`config.mk`:
```
export PLATFORM = sky130hd
export DESIGN_NAME = axis_pl_burst_router
export DESIGN_NICKNAME = d
export VERILOG_FILES = /design/src/rtl/axis_pl_burst_router.sv
export SDC_FILE = /design/constraint.sdc
export NUM_CORES = 1
export LEC_CHECK = 0
export CORE_AREA = 2 2 206 208
export CTS_BUF_LIST = sky130_fd_sc_hd__clkbuf_16
export CTS_CLUSTER_SIZE = 40
export DETAILED_ROUTE_END_ITERATION = 10
export DIE_AREA = 0 0 208 210
export PLACE_DENSITY_LB_ADDON = 0.12
export SLEW_MARGIN = 20
export SYNTH_ARGS = -nofsm -noshare
export SYNTH_HDL_FRONTEND = slang
export SYNTH_SLANG_ARGS = --single-unit
```
`constraint.sdc`:
```
create_clock -name clk -period 10.45 [get_ports clk]
set_clock_uncertainty 0.2 [all_clocks]
set_input_delay 2.6125 -clock clk [delete_from_list [all_inputs] [get_ports clk]]
set_output_delay 2.6125 -clock clk [all_outputs]
set_load 0.05 [all_outputs]
```
`src/rtl/axis_pl_burst_router.sv`:
```
// axis_pl_burst_router
//   Routes the 256-bit packed word stream from the PS-to-PL packer FIFO to
//   one of NUM_CH DAC waveform buffers. Each burst begins with a header word:
//     [31:24] magic 8'hA5, [23:8] payload count N, [7:0] channel id.
//   The next N words go to the selected channel. Bursts aimed at a channel
//   that does not exist are swallowed. Headers that are not recognised are
//   dropped with an err pulse.
//
//   Optional feature, enabled by defining ROUTER_TIMEOUT_EN: a watchdog
//   abandons a burst after TIMEOUT_CYC consecutive idle input cycles.
//
// Ports:
//   clk, rst       clock, asynchronous active-high reset
//   s_axis_*       input stream (tdata 256, tvalid, tready)
//   m_axis_tdata   payload word, shared by all channels
//   m_axis_tvalid  one-hot valid per channel (NUM_CH)
//   m_axis_tready  per-channel ready (NUM_CH)
//   busy           burst in progress or output word pending
//   burst_done     one-cycle pulse on burst completion (zero-length included)
//   err            one-cycle pulse on header or protocol error
//
// State | meaning
// HDR     | waiting for a header word
// DATA    | forwarding payload words to channel sel
// DISCARD | swallowing payload of a burst to a nonexistent channel
module axis_pl_burst_router #(
    parameter int NUM_CH      = 4,
    parameter int CNT_W       = 16,
    parameter int TIMEOUT_CYC = 1024
) (
    input  logic              clk,
    input  logic              rst,
    input  logic [255:0]      s_axis_tdata,
    input  logic              s_axis_tvalid,
    output logic              s_axis_tready,
    output logic [255:0]      m_axis_tdata,
    output logic [NUM_CH-1:0] m_axis_tvalid,
    input  logic [NUM_CH-1:0] m_axis_tready,
    output logic              busy,
    output logic              burst_done,
    output logic              err
);
    localparam int SEL_W = (NUM_CH > 1) ? $clog2(NUM_CH) : 1;
    localparam logic [8:0] NUM_CH_L = 9'(NUM_CH);

    typedef enum logic [1:0] {ST_HDR, ST_DATA, ST_DISCARD} state_t;

    state_t            state, state_nxt;
    logic [CNT_W-1:0]  cnt;
    logic [SEL_W-1:0]  sel;
    logic              out_valid;
    logic              out_last;
    logic              done_zl;
    logic              in_xfer;
    logic              out_acc;
    logic              wd_fire;

    logic              hdr_magic_ok;
    logic              hdr_hi_bad;
    logic              hdr_ch_ok;
    logic [CNT_W-1:0]  hdr_n;
    logic              hdr_good;

    assign in_xfer      = s_axis_tvalid & s_axis_tready;
    assign out_acc      = out_valid & m_axis_tready[sel];
    assign hdr_magic_ok = (s_axis_tdata[31:24] == 8'hA5);
    assign hdr_ch_ok    = ({1'b0, s_axis_tdata[7:0]} < NUM_CH_L);

    // Count bits above CNT_W must be zero; a wider counter zero-extends.
    if (CNT_W < 16) begin : g_cnt_narrow
        assign hdr_hi_bad = |s_axis_tdata[23:8+CNT_W];
        assign hdr_n      = s_axis_tdata[8 +: CNT_W];
    end else if (CNT_W == 16) begin : g_cnt_exact
        assign hdr_hi_bad = 1'b0;
        assign hdr_n      = s_axis_tdata[23:8];
    end else begin : g_cnt_wide
        assign hdr_hi_bad = 1'b0;
        assign hdr_n      = {{(CNT_W-16){1'b0}}, s_axis_tdata[23:8]};
    end

    assign hdr_good = hdr_magic_ok & ~hdr_hi_bad;

`ifdef ROUTER_TIMEOUT_EN
    localparam int WD_W = $clog2(TIMEOUT_CYC + 1);
    logic [WD_W-1:0] wd_cnt;

    assign wd_fire = (state != ST_HDR) & ~s_axis_tvalid
                   & (wd_cnt == WD_W'(TIMEOUT_CYC - 1));

    always_ff @(posedge clk or posedge rst) begin
        if (rst)
            wd_cnt <= '0;
        else if (state == ST_HDR || s_axis_tvalid || wd_fire)
            wd_cnt <= '0;
        else
            wd_cnt <= wd_cnt + WD_W'(1);
    end
`else
    assign wd_fire = 1'b0;
`endif

    always_ff @(posedge clk or posedge rst) begin
        if (rst) state <= ST_HDR;
        else     state <= state_nxt;
    end

    always_comb begin
        state_nxt = state;
        case (state)
            ST_HDR:
                if (in_xfer && hdr_good && hdr_n != '0)
                    state_nxt = hdr_ch_ok ? ST_DATA : ST_DISCARD;
            ST_DATA, ST_DISCARD:
                if ((in_xfer && cnt == CNT_W'(1)) || wd_fire)
                    state_nxt = ST_HDR;
            default:
                state_nxt = ST_HDR;
        endcase
    end

    // In HDR the input is held off while the last payload word is still in
    // the output register, so a new header never overtakes its payload.
    always_comb begin
        s_axis_tready = 1'b0;
        case (state)
            ST_HDR:     s_axis_tready = ~out_valid;
            ST_DATA:    s_axis_tready = ~out_valid | m_axis_tready[sel];
            ST_DISCARD: s_axis_tready = 1'b1;
            default:    s_axis_tready = 1'b0;
        endcase
        if (rst) s_axis_tready = 1'b0;
        m_axis_tvalid = out_valid ? (NUM_CH'(1) << sel) : '0;
        busy          = (state != ST_HDR) | out_valid;
        burst_done    = done_zl | (out_acc & out_last);
    end

    always_ff @(posedge clk or posedge rst) begin
        if (rst) begin
            cnt          <= '0;
            sel          <= '0;
            out_valid    <= 1'b0;
            out_last     <= 1'b0;
            m_axis_tdata <= '0;
            done_zl      <= 1'b0;
            err          <= 1'b0;
        end else begin
            err     <= 1'b0;
            done_zl <= 1'b0;

            if (state == ST_HDR && in_xfer) begin
                if (!hdr_good) begin
                    err <= 1'b1;
                end else if (!hdr_ch_ok) begin
                    err <= 1'b1;
                    cnt <= hdr_n;
                end else if (hdr_n == '0) begin
                    done_zl <= 1'b1;
                end else begin
                    sel <= s_axis_tdata[SEL_W-1:0];
                    cnt <= hdr_n;
                end
            end

            // A load in the same cycle as a downstream accept simply refills
            // the register, giving one word per cycle with no bubble.
            if (state == ST_DATA && in_xfer) begin
                m_axis_tdata <= s_axis_tdata;
                out_valid    <= 1'b1;
                out_last     <= (cnt == CNT_W'(1));
                cnt          <= cnt - CNT_W'(1);
            end else if (out_acc) begin
                out_valid <= 1'b0;
                out_last  <= 1'b0;
            end

            if (state == ST_DISCARD && in_xfer)
                cnt <= cnt - CNT_W'(1);

            // Abandoned burst: a pending word still drains, but it no longer
            // counts as the end of a burst.
            if (wd_fire) begin
                err      <= 1'b1;
                cnt      <= '0;
                out_last <= 1'b0;
            end
        end
    end
endmodule

```
==> impl_metrics.ini, run 1 <==
[outcome]
outcome = finished clean

[synthesis]
yosysWarnings = 0
synth_cell_types = 54
syn_nets = 1010
ys_async_sr_fraction_pct = 100.0
synth_area_um2 = 11250
syn_avg_cell_area_um2 = 15.18
synth-seq-cells = 280
synth_edf_count = 0
syn-instance-count = 741
synth-seq-area-share_pct = 62.31
synth_ff_type = dfrtp_1

[clock_tree]
htreeDepth = 2
clk_latency_ns = 0.52
numCtsBuffers = 36
ctsResizeCount = 0
clk_pin_slew_worst_paths_ns = 0.06
cts.sinks = 280
clockBufferDepth = 3
cts_tree = done
hold_buffers = 0
post_cts_buffers = 0
root_buffer = clkbuf_16

[critical_path]
crit_path_frequent_cell = clkdlybuf4s50_1
worstSetupPathType = in2out
cp.required_ns = 7.64
crit_buf_inv = 2
start_kind = input pin
path_max_fanout = 6
crit_arrival_ns = 5.01
cp-end-kind = output pin
slowest_delay_ns = 0.85
critPathSlowestCell = clkdlybuf4s50_1
crit_chain = clkdlybuf4s50_1, mux2i_1, a221oi_2, nor2_1, nor3_1, clkdlybuf4s50_1
cp_top_family = buffers and inverters

[layout]
multi_input_area_um2 = 3996
area_delta_synth_final_pct = 62.33
final_common_cell = clkdlybuf4s50_1
final_nets = 1546
final_cell_mix = 526 x clkdlybuf4s50_1, 280 x dfrtp_1, 195 x mux2_1
fin_cells = 1837
nFillCells = 3839
final_core_util_pct = 44.01
drive_gt1_share_pct = 9.946
final-seq-area_um2 = 7007
design_area_um2 = 18260

[floorplanning]
io_pins = 527
die_width_um = 208
fp.dieArea_um2 = 43680
core-area_um2 = 41480
rows = 75
start_util_pct = 27.11
die_height_um = 210

[global_routing]
grt_antenna_before_repair = 1
grtUsageTotal_pct = 16.79
grt_first_pass_wirelength_um = 55820
grt-ovfl-total = 0
grt_pass1_vias = 8510
grt_max_degree = 165

[routing]
drt_iter0_drc = 402
drtPass1Iterations = 5
avgViaCountPerCell = 4.451
antenna_left = 0
wire_per_inst_um = 20.21
drc = 0
vias = 8177
drt_wl_total_um = 37120

[placed_design]
gp_congestion = 0.7643
dp_hpwl_um = 27850
placed_area_um2 = 17070
port_buffers = 526
dp_cells = 1778

[power]
ir_drop_uv = 113.8
power.total_mw = 2.646
power_density_nw_per_um2 = 144.9
leakagePower_nw = 8.587

[timing]
finalMaxSlewViolations = 0
finalHoldViolations = 0
tightest_slew_ns = 1.080
final.setup.tns_ns = 0
fin_crit_ns = 7.820
setup_viol = 0
rsz0062_at_grt = false
relSlewSlack_pct = 28.00
max_freq_ghz = 0.1279
fin_crit_sh_pct = 74.84

[run]
drv_cap = 0

[worst_hold_path]
hold_class = reg2reg
report_power, final:
part           switching, mW  leakage (nW)  total (mW)  internal, mW
sequential            0.0283          3.88        1.14          1.11
clock                  0.466         0.578        1.25         0.783
combinational          0.117          4.13       0.256         0.138
total                  0.611          8.59        2.65          2.03
logic make-up (layout without fill, tap and decap cells):
kind of cell             count (synthesis)  count (layout)  synth area share, %
flip-flops                             280             280                62.31
AO/OA/AOI/OAI                           53              53                3.939
buffers and inverters                   50             606                2.281
multiplexers                           259             259                25.91
AND/OR/NAND/NOR                         91              91                4.739
XOR/XNOR                                 2               2               0.1558
other                                    0               1                    0
adder cells (fa/ha/maj)                  6               6               0.6675
worst reg2reg max path, cell delays in order (launching register included):
cell and delay [ns]:
dfrtp_1 0.50, mux2i_1 0.61, a221oi_4 0.18, o21ai_4 0.69, buf_4 0.94, mux2_2 0.46
path summary, 6_finish.rpt:
check | slack [ns] | from | cells after the start | endpoint
worst max-delay path | 2.63 | m_axis_tready[2] | 6 | s_axis_tready
worst min-delay path | 0.28 | m_axis_tdata[10] | 2 | m_axis_tdata[10]
worst max register to register | 6.74 | sel[1] | 5 | m_axis_tdata[253]
worst min register to register | 0.28 | m_axis_tdata[10] | 2 | m_axis_tdata[10]
max in group asynchronous | 5.96 | rst | 4 | m_axis_tdata[231]
min in group asynchronous | 2.54 | rst | 3 | cnt[14]
registers in the layout, indices dropped and copies added (netlist names):
signal and cells:
sel 2, state 2, err 1, cnt 16, out_last 1, done_zl 1, m_axis_tdata 256, out_valid 1
final cells by class:
| type | count | area share (%) |
|---|---|---|
| Clock buffer | 37 | 5.072 |
| Sequential cell | 280 | 38.38 |
| Clock inverter | 21 | 1.350 |
| Antenna cell | 1 | 0.01371 |
| Multi-Input combinational cell | 411 | 21.89 |
| Inverter | 15 | 0.3290 |
| Tap cell | 539 | 3.694 |
| Timing Repair Buffer | 533 | 29.27 |
cells in the mapped netlist, types with 2 or more instances:
library cell / instances / area share [%]
a31oi_1: 6 / 0.33
nor4_1: 8 / 0.45
inv_1: 15 / 0.50
nor3b_1: 2 / 0.13
nand2b_1: 2 / 0.11
nand4_1: 4 / 0.22
nand3_1: 10 / 0.45
o211a_1: 2 / 0.18
o21ai_0: 5 / 0.22
nor2_1: 14 / 0.47
buf_2: 19 / 0.85
mux2_1: 195 / 20
a21oi_1: 3 / 0.13
nor3_1: 7 / 0.31
or3_1: 4 / 0.22
ha_1: 6 / 0.67
o211ai_1: 9 / 0.60
nand2_1: 9 / 0.30
nand3b_1: 2 / 0.13
or2_2: 2 / 0.11
and3_1: 4 / 0.22
clkbuf_1: 4 / 0.13
a211o_1: 4 / 0.31
nor2b_1: 4 / 0.22
mux2_2: 62 / 6.2
and4bb_2: 2 / 0.22
or4_1: 2 / 0.13
mux2i_1: 2 / 0.18
dfrtp_1: 280 / 62
o221ai_1: 2 / 0.16
a221o_1: 7 / 0.62
a211oi_1: 2 / 0.13
a22oi_1: 2 / 0.13
and2_1: 8 / 0.45
xor2_1: 2 / 0.16
buf_4: 12 / 0.80
routing by layer:
metal / vias to the layer above / wire [um] / share of wire (%) / track usage [%]
li1: 3762 / - / - / -
met1: 4040 / 14670 / 40 / 19.99
met2: 323 / 18540 / 50 / 28.33
met3: 52 / 3247 / 8.7 / 6.570
met4: 0 / 670 / 1.8 / 4.451
met5: - / 0 / 0 / 0
per-stage QoR:
stage	hold WS [ns]	worst slack, ns
after floorplan	0.2684	3.336
after global placement	0.2644	2.667
after detailed placement	0.2687	2.669
after CTS	0.2822	2.647
after global routing	0.2990	2.531
final	0.2763	2.630
No activity file was read; power rests on OpenSTA's default activity.
==> run 2, diff against run 1 <==
==> constraint.sdc (replaced) <==
create_clock -name clk -period 6.4 [get_ports clk]
set_clock_uncertainty 0.2 [all_clocks]
set_input_delay 1.6 -clock clk [delete_from_list [all_inputs] [get_ports clk]]
set_output_delay 1.6 -clock clk [all_outputs]
set_load 0.05 [all_outputs]
==> run 2 against run 1 <==
  * Via count is 0.92% higher
  * Sequential share of layout area is 0.13 points higher
  * Non-clock buffer count is 1 higher
  * Core utilization is 0.15 points lower
  * Clock power is 50% higher
  * Highest routed layer is now met5
==> impl_metrics.ini, run 2 (synthesis results as in run 1) <==
[floorplanning]
start_util_pct = 27.11
io_pins = 527
die_height_um = 210
die_width_um = 208
fp.dieArea_um2 = 43680
core-area_um2 = 41480
rows = 75

[timing]
fin_crit_ns = 5.583
setup_ws_ns = 0.8174
tightest_slew_ns = 0.9906
finalHoldViolations = 0
relSlewSlack_pct = 33.96
final.setup.tns_ns = 0
setup_viol = 0
fin_crit_sh_pct = 87.23
max_freq_ghz = 0.1791
finalMaxSlewViolations = 0
rsz0062_at_grt = false

[routing]
drt_wl_total_um = 37420
antenna_left = 0
vias = 8252
drc = 0
wire_per_inst_um = 20.28
avgViaCountPerCell = 4.473
drtPass1Iterations = 4
drt_iter0_drc = 429

[clock_tree]
clockBufferDepth = 3
root_buffer = clkbuf_16
cts_tree = done
post_cts_buffers = 0
numCtsBuffers = 36
hold_buffers = 0
cts.sinks = 280
clk_latency_ns = 0.53
htreeDepth = 2
ctsResizeCount = 0
clk_pin_slew_worst_paths_ns = 0.06

[global_routing]
use_met3_pct = 6.108
top_usage_layer = met2
grt_max_degree = 162
grt_first_pass_wirelength_um = 56100
use_met2_pct = 28.72
grt_pass1_vias = 8546
met1_usage_pct = 20.17
grtUsageTotal_pct = 16.89
grt-ovfl-total = 0
grt_antenna_before_repair = 1

[layout]
largest_register = m_axis_tdata
drive_gt1_share_pct = 9.571
largestRegisters = m_axis_tdata: 256 flops, cnt: 16 flops
area_delta_synth_final_pct = 61.77
final_cell_mix = 526 x clkdlybuf4s50_1, 280 x dfrtp_1, 195 x mux2_1
final_nets = 1547
antenna_cells = 0
largest_reg_flops = 256
final_common_cell = clkdlybuf4s50_1

[critical_path]
start_kind = input pin
path_max_fanout = 4
crit_arrival_ns = 3.78
cp-end-kind = output pin
worstSetupPathType = in2out
cp.required_ns = 4.60

[power]
leakagePower_nw = 8.597
power_density_nw_per_um2 = 228.2
ir_drop_uv = 142.6

[placed_design]
dp_hpwl_um = 27930
port_buffers = 526
gp_congestion = 0.7818
dp_slack_ns = 0.8036

[run]
drv_cap = 0

[outcome]
outcome = finished clean

[worst_hold_path]
hold_class = reg2reg
run 2: cell count changes in the layout (fill, tap and decap cells not counted), sizes merged:
cell      change
inv          +12
bufinv        -5
clkinv        +2
buf           +1
clkinvlp      -1
diode         -1
run 2: final timing paths:
kind / start / to / slack, ns / cells past startpoint
worst max-delay path: m_axis_tready[3] / s_axis_tready / 0.82 / 6
worst min-delay path: m_axis_tdata[10] / m_axis_tdata[10] / 0.28 / 2
worst max register to register: state[1] / cnt[14] / 3.25 / 7
worst min register to register: m_axis_tdata[10] / m_axis_tdata[10] / 0.28 / 2
max in group asynchronous: rst / m_axis_tdata[37] / 3.36 / 3
min in group asynchronous: rst / m_axis_tdata[19] / 1.38 / 2
run 2: per-layer routing:
layer,share of wire (%),wire [um],vias up
met2,50,18620,345
li1,-,-,3778
met3,8.6,3212,57
met1,39,14780,4070
met4,2.1,797,2
met5,0.048,18,-
run 2: area by class of cell:
cell class | instances | area, um2
Clock inverter | 29 | 153.9
Sequential cell | 280 | 7007
Fill cell | 3874 | 23280
Tap cell | 539 | 674.4
Timing Repair Buffer | 534 | 5375
Inverter | 15 | 60.06
Multi-Input combinational cell | 411 | 3996
Clock buffer | 37 | 925.9
run 2: where the power goes:
part / total [mW] / internal, mW / switching, mW
Combinational: 0.420 / 0.227 / 0.193
Clock: 1.87 / 1.09 / 0.780
Sequential: 1.87 / 1.82 / 0.0497
Total: 4.15 / 3.13 / 1.02
run 2: stage by stage:
step / power, mW / area [um2] / cells / util, % / hold slack, ns
2_1_floorplan: 2.076 / 11250 / 741 / - / 0.2684
3_3_place_gp: 2.314 / 17110 / 1779 / 41.24 / 0.2652
3_5_place_dp: 2.319 / 17110 / 1779 / 41.24 / 0.2743
4_1_cts: 4.233 / 18190 / 1845 / 43.85 / 0.2874
5_1_grt: 4.340 / 18190 / 1845 / 43.86 / 0.2989
6_report: 4.152 / 18190 / 1845 / 43.86 / 0.2836
run 2: critical path, cell delays in order:
cell and delay, ns:
clkdlybuf4s50_1 0.45, mux2i_1 0.19, a221oi_2 0.38, nor2_1 0.12, nor3_1 0.19, clkdlybuf4s50_1 0.85
